--- src/rtl/comparator_sort_ctrl_pkg.sv ---
// Shared definitions for the comparator-based bubble-sort engine:
// controller state encoding and swap-count width.
package comparator_sort_ctrl_pkg;

    typedef enum logic [2:0] {
        ST_IDLE     = 3'd0,
        ST_COMPARE  = 3'd1,
        ST_SWAP     = 3'd2,
        ST_PASS_END = 3'd3,
        ST_DONE     = 3'd4
    } sort_state_t;

    localparam int SWAP_W = 8;
    localparam logic [SWAP_W-1:0] SWAP_MAX = '1;

endpackage

--- src/rtl/comparator_sort_ctrl_cmp.sv ---
// Four-bit magnitude comparator; the single shared compare resource of the sorter.
module comparator_sort_ctrl_cmp (
    input  logic [3:0] a,
    input  logic [3:0] b,
    output logic       eq,
    output logic       gt,
    output logic       lt
);

    always_comb begin
        eq = (a == b);
        gt = (a > b);
        lt = (a < b);
    end

endmodule

--- src/rtl/comparator_sort_ctrl.sv ---
// Sequential bubble sort over an N-entry file of 4-bit values, time-sharing one
// comparator. Host loads entries in IDLE, pulses start, waits for done.
module comparator_sort_ctrl
    import comparator_sort_ctrl_pkg::*;
#(
    parameter int  N      = 4,
    parameter bit  ASCEND = 1'b1,
    localparam int ADDR_W = (N > 1) ? $clog2(N) : 1
) (
    input  logic              clk,
    input  logic              rst,
    input  logic              load,
    input  logic [ADDR_W-1:0] wr_addr,
    input  logic [3:0]        wr_data,
    input  logic              start,
    input  logic [ADDR_W-1:0] rd_addr,
    output logic [3:0]        rd_data,
    output logic              busy,
    output logic              done,
    output logic [SWAP_W-1:0] swap_count
);

    localparam logic [ADDR_W:0]   N_L        = N[ADDR_W:0];
    localparam logic [ADDR_W-1:0] LIMIT_INIT = ADDR_W'(N - 1);
    localparam logic [ADDR_W-1:0] LIMIT_ONE  = ADDR_W'(1);

    sort_state_t       state, state_nxt;
    logic [3:0]        mem [N];
    logic [ADDR_W-1:0] idx, idx_nxt, limit;
    logic              pass_swapped;
    logic              cmp_eq, cmp_gt, cmp_lt;
    logic              out_of_order, last_pair, finish_sort, wr_ok;

    assign idx_nxt      = idx + 1'b1;
    assign last_pair    = (idx_nxt == limit);
    assign finish_sort  = !pass_swapped || (limit == LIMIT_ONE);
    assign wr_ok        = ({1'b0, wr_addr} < N_L);
    // Equal operands never swap, which keeps the sort stable.
    assign out_of_order = !cmp_eq && (ASCEND ? cmp_gt : cmp_lt);

    comparator_sort_ctrl_cmp u_fourbit_comparator (
        .a  (mem[idx]),
        .b  (mem[idx_nxt]),
        .eq (cmp_eq),
        .gt (cmp_gt),
        .lt (cmp_lt)
    );

    always_comb begin
        rd_data = '0;
        if ({1'b0, rd_addr} < N_L) begin
            rd_data = mem[rd_addr];
        end
    end

    always_ff @(posedge clk) begin
        if (rst) begin
            state <= ST_IDLE;
        end else begin
            state <= state_nxt;
        end
    end

    always_comb begin
        state_nxt = state;
        unique case (state)
            ST_IDLE:     if (start && !load) state_nxt = ST_COMPARE;
            ST_COMPARE: begin
                if (out_of_order)   state_nxt = ST_SWAP;
                else if (last_pair) state_nxt = ST_PASS_END;
            end
            ST_SWAP:     state_nxt = last_pair ? ST_PASS_END : ST_COMPARE;
            ST_PASS_END: state_nxt = finish_sort ? ST_DONE : ST_COMPARE;
            ST_DONE:     state_nxt = ST_IDLE;
            default:     state_nxt = ST_IDLE;
        endcase
    end

    always_comb begin
        busy = (state != ST_IDLE);
        done = (state == ST_DONE);
    end

    always_ff @(posedge clk) begin
        if (rst) begin
            for (int i = 0; i < N; i++) begin
                mem[i] <= '0;
            end
            idx          <= '0;
            limit        <= LIMIT_INIT;
            pass_swapped <= 1'b0;
            swap_count   <= '0;
        end else begin
            unique case (state)
                ST_IDLE: begin
                    // A write takes priority; start is only accepted with load low.
                    if (load) begin
                        if (wr_ok) mem[wr_addr] <= wr_data;
                    end else if (start) begin
                        idx          <= '0;
                        limit        <= LIMIT_INIT;
                        pass_swapped <= 1'b0;
                        swap_count   <= '0;
                    end
                end
                ST_COMPARE: begin
                    if (!out_of_order && !last_pair) idx <= idx_nxt;
                end
                ST_SWAP: begin
                    mem[idx]     <= mem[idx_nxt];
                    mem[idx_nxt] <= mem[idx];
                    pass_swapped <= 1'b1;
                    if (swap_count != SWAP_MAX) swap_count <= swap_count + 1'b1;
                    if (!last_pair) idx <= idx_nxt;
                end
                ST_PASS_END: begin
                    if (!finish_sort) begin
                        limit        <= limit - 1'b1;
                        idx          <= '0;
                        pass_swapped <= 1'b0;
                    end
                end
                default: ;
            endcase
        end
    end

endmodule

--- config.mk ---
export PLATFORM = sky130hd
export DESIGN_NAME = comparator_sort_ctrl
export DESIGN_NICKNAME = d
export VERILOG_FILES = /design/src/rtl/comparator_sort_ctrl_pkg.sv /design/src/rtl/comparator_sort_ctrl_cmp.sv /design/src/rtl/comparator_sort_ctrl.sv
export SDC_FILE = /design/constraint.sdc
export NUM_CORES = 1
export LEC_CHECK = 0
export CAP_MARGIN = 20
export CORE_MARGIN = 2
export CORE_UTILIZATION = 55
export CTS_CLUSTER_DIAMETER = 150
export DETAILED_ROUTE_END_ITERATION = 12
export GPL_TIMING_DRIVEN = 1
export HOLD_SLACK_MARGIN = 0.12
export PLACE_DENSITY = 0.79
export SLEW_MARGIN = 25
export SYNTH_ARGS = -nofsm -noshare
export SYNTH_HDL_FRONTEND = slang
export SYNTH_SLANG_ARGS = --single-unit
--- constraint.sdc ---
create_clock -name clk -period 3.77 [get_ports clk]
set_input_delay 1.131 -clock clk [delete_from_list [all_inputs] [get_ports clk]]
set_output_delay 1.131 -clock clk [all_outputs]
set_load 0.03 [all_outputs]
==> flow_metrics.py <==
metrics = {
    "drt": {
        "drt_wl_total_mm": 5.467,
        "drc_errors": 0,
        "wl_per_cell_microns": 17.64,
        "antenna_left": 0,
        "first_iter_violations": 201,
        "post_drt_via_cell_ratio": 6.361,
        "vias": 1972,
        "drt_pass1_iterations": 8,
    },
    "global_route": {
        "overflow": 0,
        "antenna_found_initial": 0,
        "grtUsageTotal": 0.2336,
        "first_global_vias": 1763,
        "grt_pass1_wl_mm": 8.873,
        "grt_max_degree": 21,
    },
    "synth": {
        "async_reset_ff_frac": 0,
        "synth_mux_area_frac": 0.1263,
        "synth_area_leaders": "edfxtp_1 20%, dfxtp_1 15%, mux4_2 7.6%, ha_1 5.3%, mux4_1 3.3%",
        "netlist_area_sq_um": 2377,
        "syn_inst": 233,
        "synth-seq-area-share": 0.3537,
        "syn_avg_cell_area_sq_um": 10.20,
        "syn_nets": 255,
        "ys_ff_latch": 34,
        "synth_edf_count": 16,
        "yosysTopAreaCell": "edfxtp_1",
        "synthFlopType": "dfxtp_1",
        "ys_warn_count": 0,
        "synthAdderAreaFrac": 0.05263,
        "yosysUniqueCellTypes": 60,
        "synth_compound_area_frac": 0.1800,
        "synth.top_cell.area_share": 0.2021,
        "synth_top_family_by_area": "simple AND/OR/NAND/NOR gates",
        "synthXorXnorAreaFrac": 0.02579,
        "synth_simple_gate_area_share": 0.2158,
    },
    "sta": {
        "worstMarginPinSlew_ns": 0.6870,
        "skew_ns": 0.005219,
        "setup_tns_ns": 0,
        "finalSetupViolCount": 0,
        "layout_setup_ws_ns": 0.1049,
        "drv_slew": 0,
        "fmax_mhz": 272.8,
        "maxSlewHeadroom": 0.5370,
        "finalCritPeriodShare": 0.9722,
        "hold_viol": 0,
        "rsz0062_at_grt": "false",
        "period_needed_ns": 3.665,
    },
    "power": {
        "switchingPower_w": 0.0005229,
        "combPwrFrac": 0.426,
        "power_density_nw_per_um2": 488.2,
        "peakVddDrop_mv": 0.3031,
        "p_total_w": 0.001334,
        "switching_share": 0.3920,
        "leakagePower_nw": 0.9712,
        "power_frac_seq": 0.380,
        "p_int_w": 0.0008110,
        "power_frac_clock": 0.194,
    },
    "floorplanning": {
        "die_y_microns": 69.75,
        "row_count": 23,
        "io-pin-count": 26,
        "core_area_sq_um": 4086,
        "die_x_microns": 69.75,
        "dieArea_sq_um": 4864,
        "initial_core_util": 0.5818,
    },
    "final_layout": {
        "layout_common_cells": "20 x clkdlybuf4s50_1, 18 x dfxtp_1, 16 x nor2_1, 16 x edfxtp_1, 13 x nand2_1",
        "final_cells": 310,
        "nets": 281,
        "post-route-util": 0.6687,
        "antenna_cells": 0,
        "synthToLayoutAreaGrowth_pct": 14.95,
        "nFillCells": 339,
        "final_common_cell": "clkdlybuf4s50_1",
        "drive_gt1_frac": 0.1538,
    },
    "min_path": {
        "hold_path_class": "flop to flop",
    },
    "placement": {
        "dp_hpwl_mm": 4.180,
        "port_buffers": 25,
        "dpl.cell_count": 302,
        "post-place-ws_ns": -0.2538,
        "gp_congestion": 0.8269,
    },
    "worst_setup_path": {
        "required_ns": 2.64,
        "cp_data_arrival_time_ns": 2.53,
        "critPathMaxFanout": 2,
        "criticalPathCategory": "input pin to output port",
        "startpoint_type": "input pin",
        "crit_path_end_kind": "output port",
    },
    "clocking": {
        "cts_tree": "done",
        "cts.sink_count": 34,
        "cts_made_buffers": 5,
        "clockBufferDepth": 2,
        "htree_levels": 2,
        "insertion_delay_ns": 0.29,
        "clockRootBuffer": "clkbuf_8",
        "hold_buffers": 0,
        "clk_pin_slew_ns": 0.06,
    },
    "run_status": {
        "status": "finished, final reports clean",
    },
    "flow_run": {
        "maxCapViolCount": 0,
    },
}
kinds of logic (layout without fill, tap and decap cells):
family,after synthesis,after routing
AOI/OAI and AO/OA,63,63
xor gates and xnor gates,7,7
adders and majority gates,10,10
buffers and inverters,18,45
DFF,34,34
muxes,15,15
and+or+nand+nor,86,86
path summary, 6_finish.rpt:
kind | end | depth (start not counted) | slack (ns) | startpoint
worst min-delay path | pass_swapped | 2 | 0.48 | pass_swapped
worst min register to register | pass_swapped | 2 | 0.48 | pass_swapped
worst max-delay path | rd_data[3] | 3 | 0.10 | rd_addr[0]
worst max register to register | flop | 8 | 0.87 | idx[1]
power groups by stage:
stage | Combinational [W] | Clock (W) | Sequential [W]
floorplan | 0.000448 | 0 | 0.000480
global placement | 0.000555 | 0 | 0.000510
detailed placement | 0.000568 | 0 | 0.000513
CTS | 0.000562 | 0.000263 | 0.000504
global route | 0.000616 | 0.000280 | 0.000514
finish | 0.000568 | 0.000259 | 0.000506
final cells by class:
class / count / area (sq um) / area share
multi-input cells: 181 / 1435 / 0.5252
flip-flops and latches: 34 / 840.8 / 0.3077
repair buffers: 31 / 289.0 / 0.1058
clock buffers: 6 / 72.57 / 0.02656
well taps: 50 / 62.56 / 0.02289
inverters: 6 / 22.52 / 0.008242
clock inverters: 2 / 10.01 / 0.003663
synthesized netlist by cell type, drive strengths merged, types with 3 or more instances:
| cell type | instances |
|---|---|
| o22ai | 4 |
| and3 | 4 |
| dfxtp | 18 |
| edfxtp | 16 |
| nand3 | 13 |
| nor2 | 21 |
| nor3 | 7 |
| o41ai | 5 |
| clkbuf | 4 |
| a22oi | 5 |
| a21o | 3 |
| mux2i | 3 |
| xnor2 | 6 |
| o31ai | 4 |
| nand2b | 5 |
| nand2 | 14 |
| ha | 10 |
| buf | 8 |
| inv | 6 |
| mux4 | 11 |
| and2 | 4 |
| o21ai | 17 |
| nor2b | 6 |
| a21oi | 12 |
registers in the layout, indices dropped and copies added, names as in the netlist, named ones only:
name / flops
pass_swapped: 1
state: 3
swap_count: 8
idx: 2
limit: 2
mem: 16
what timing repair did:
| action | 4_1_cts | 5_1_grt |
|---|---|---|
| setup endpoints to repair | 4 | 0 |
| endpoints found under the hold margin | 0 | 0 |
| gates resized for setup | 5 | 0 |
| buffers inserted | 0 | 0 |
through the flow:
stage               area [sq um]  hold WS [ns]
global route                2733        0.5297
CTS                         2733        0.4939
finish                      2733        0.4818
detailed placement          2656        0.4785
global placement            2649        0.4609
floorplan                   2377        0.4486
critical path, cell delays in order:
cell and delay, ns:
clkdlybuf4s50_1 0.52, mux4_2 0.51, dlygate4sd2_1 0.37
metal layers:
layer  GRT usage  part of all wire
met1      0.3494              0.47
met2      0.3494              0.46
met3     0.04070             0.057
met4     0.06410            0.0095
met5           0                 0
No activity file was read; power rests on OpenSTA's default activity.
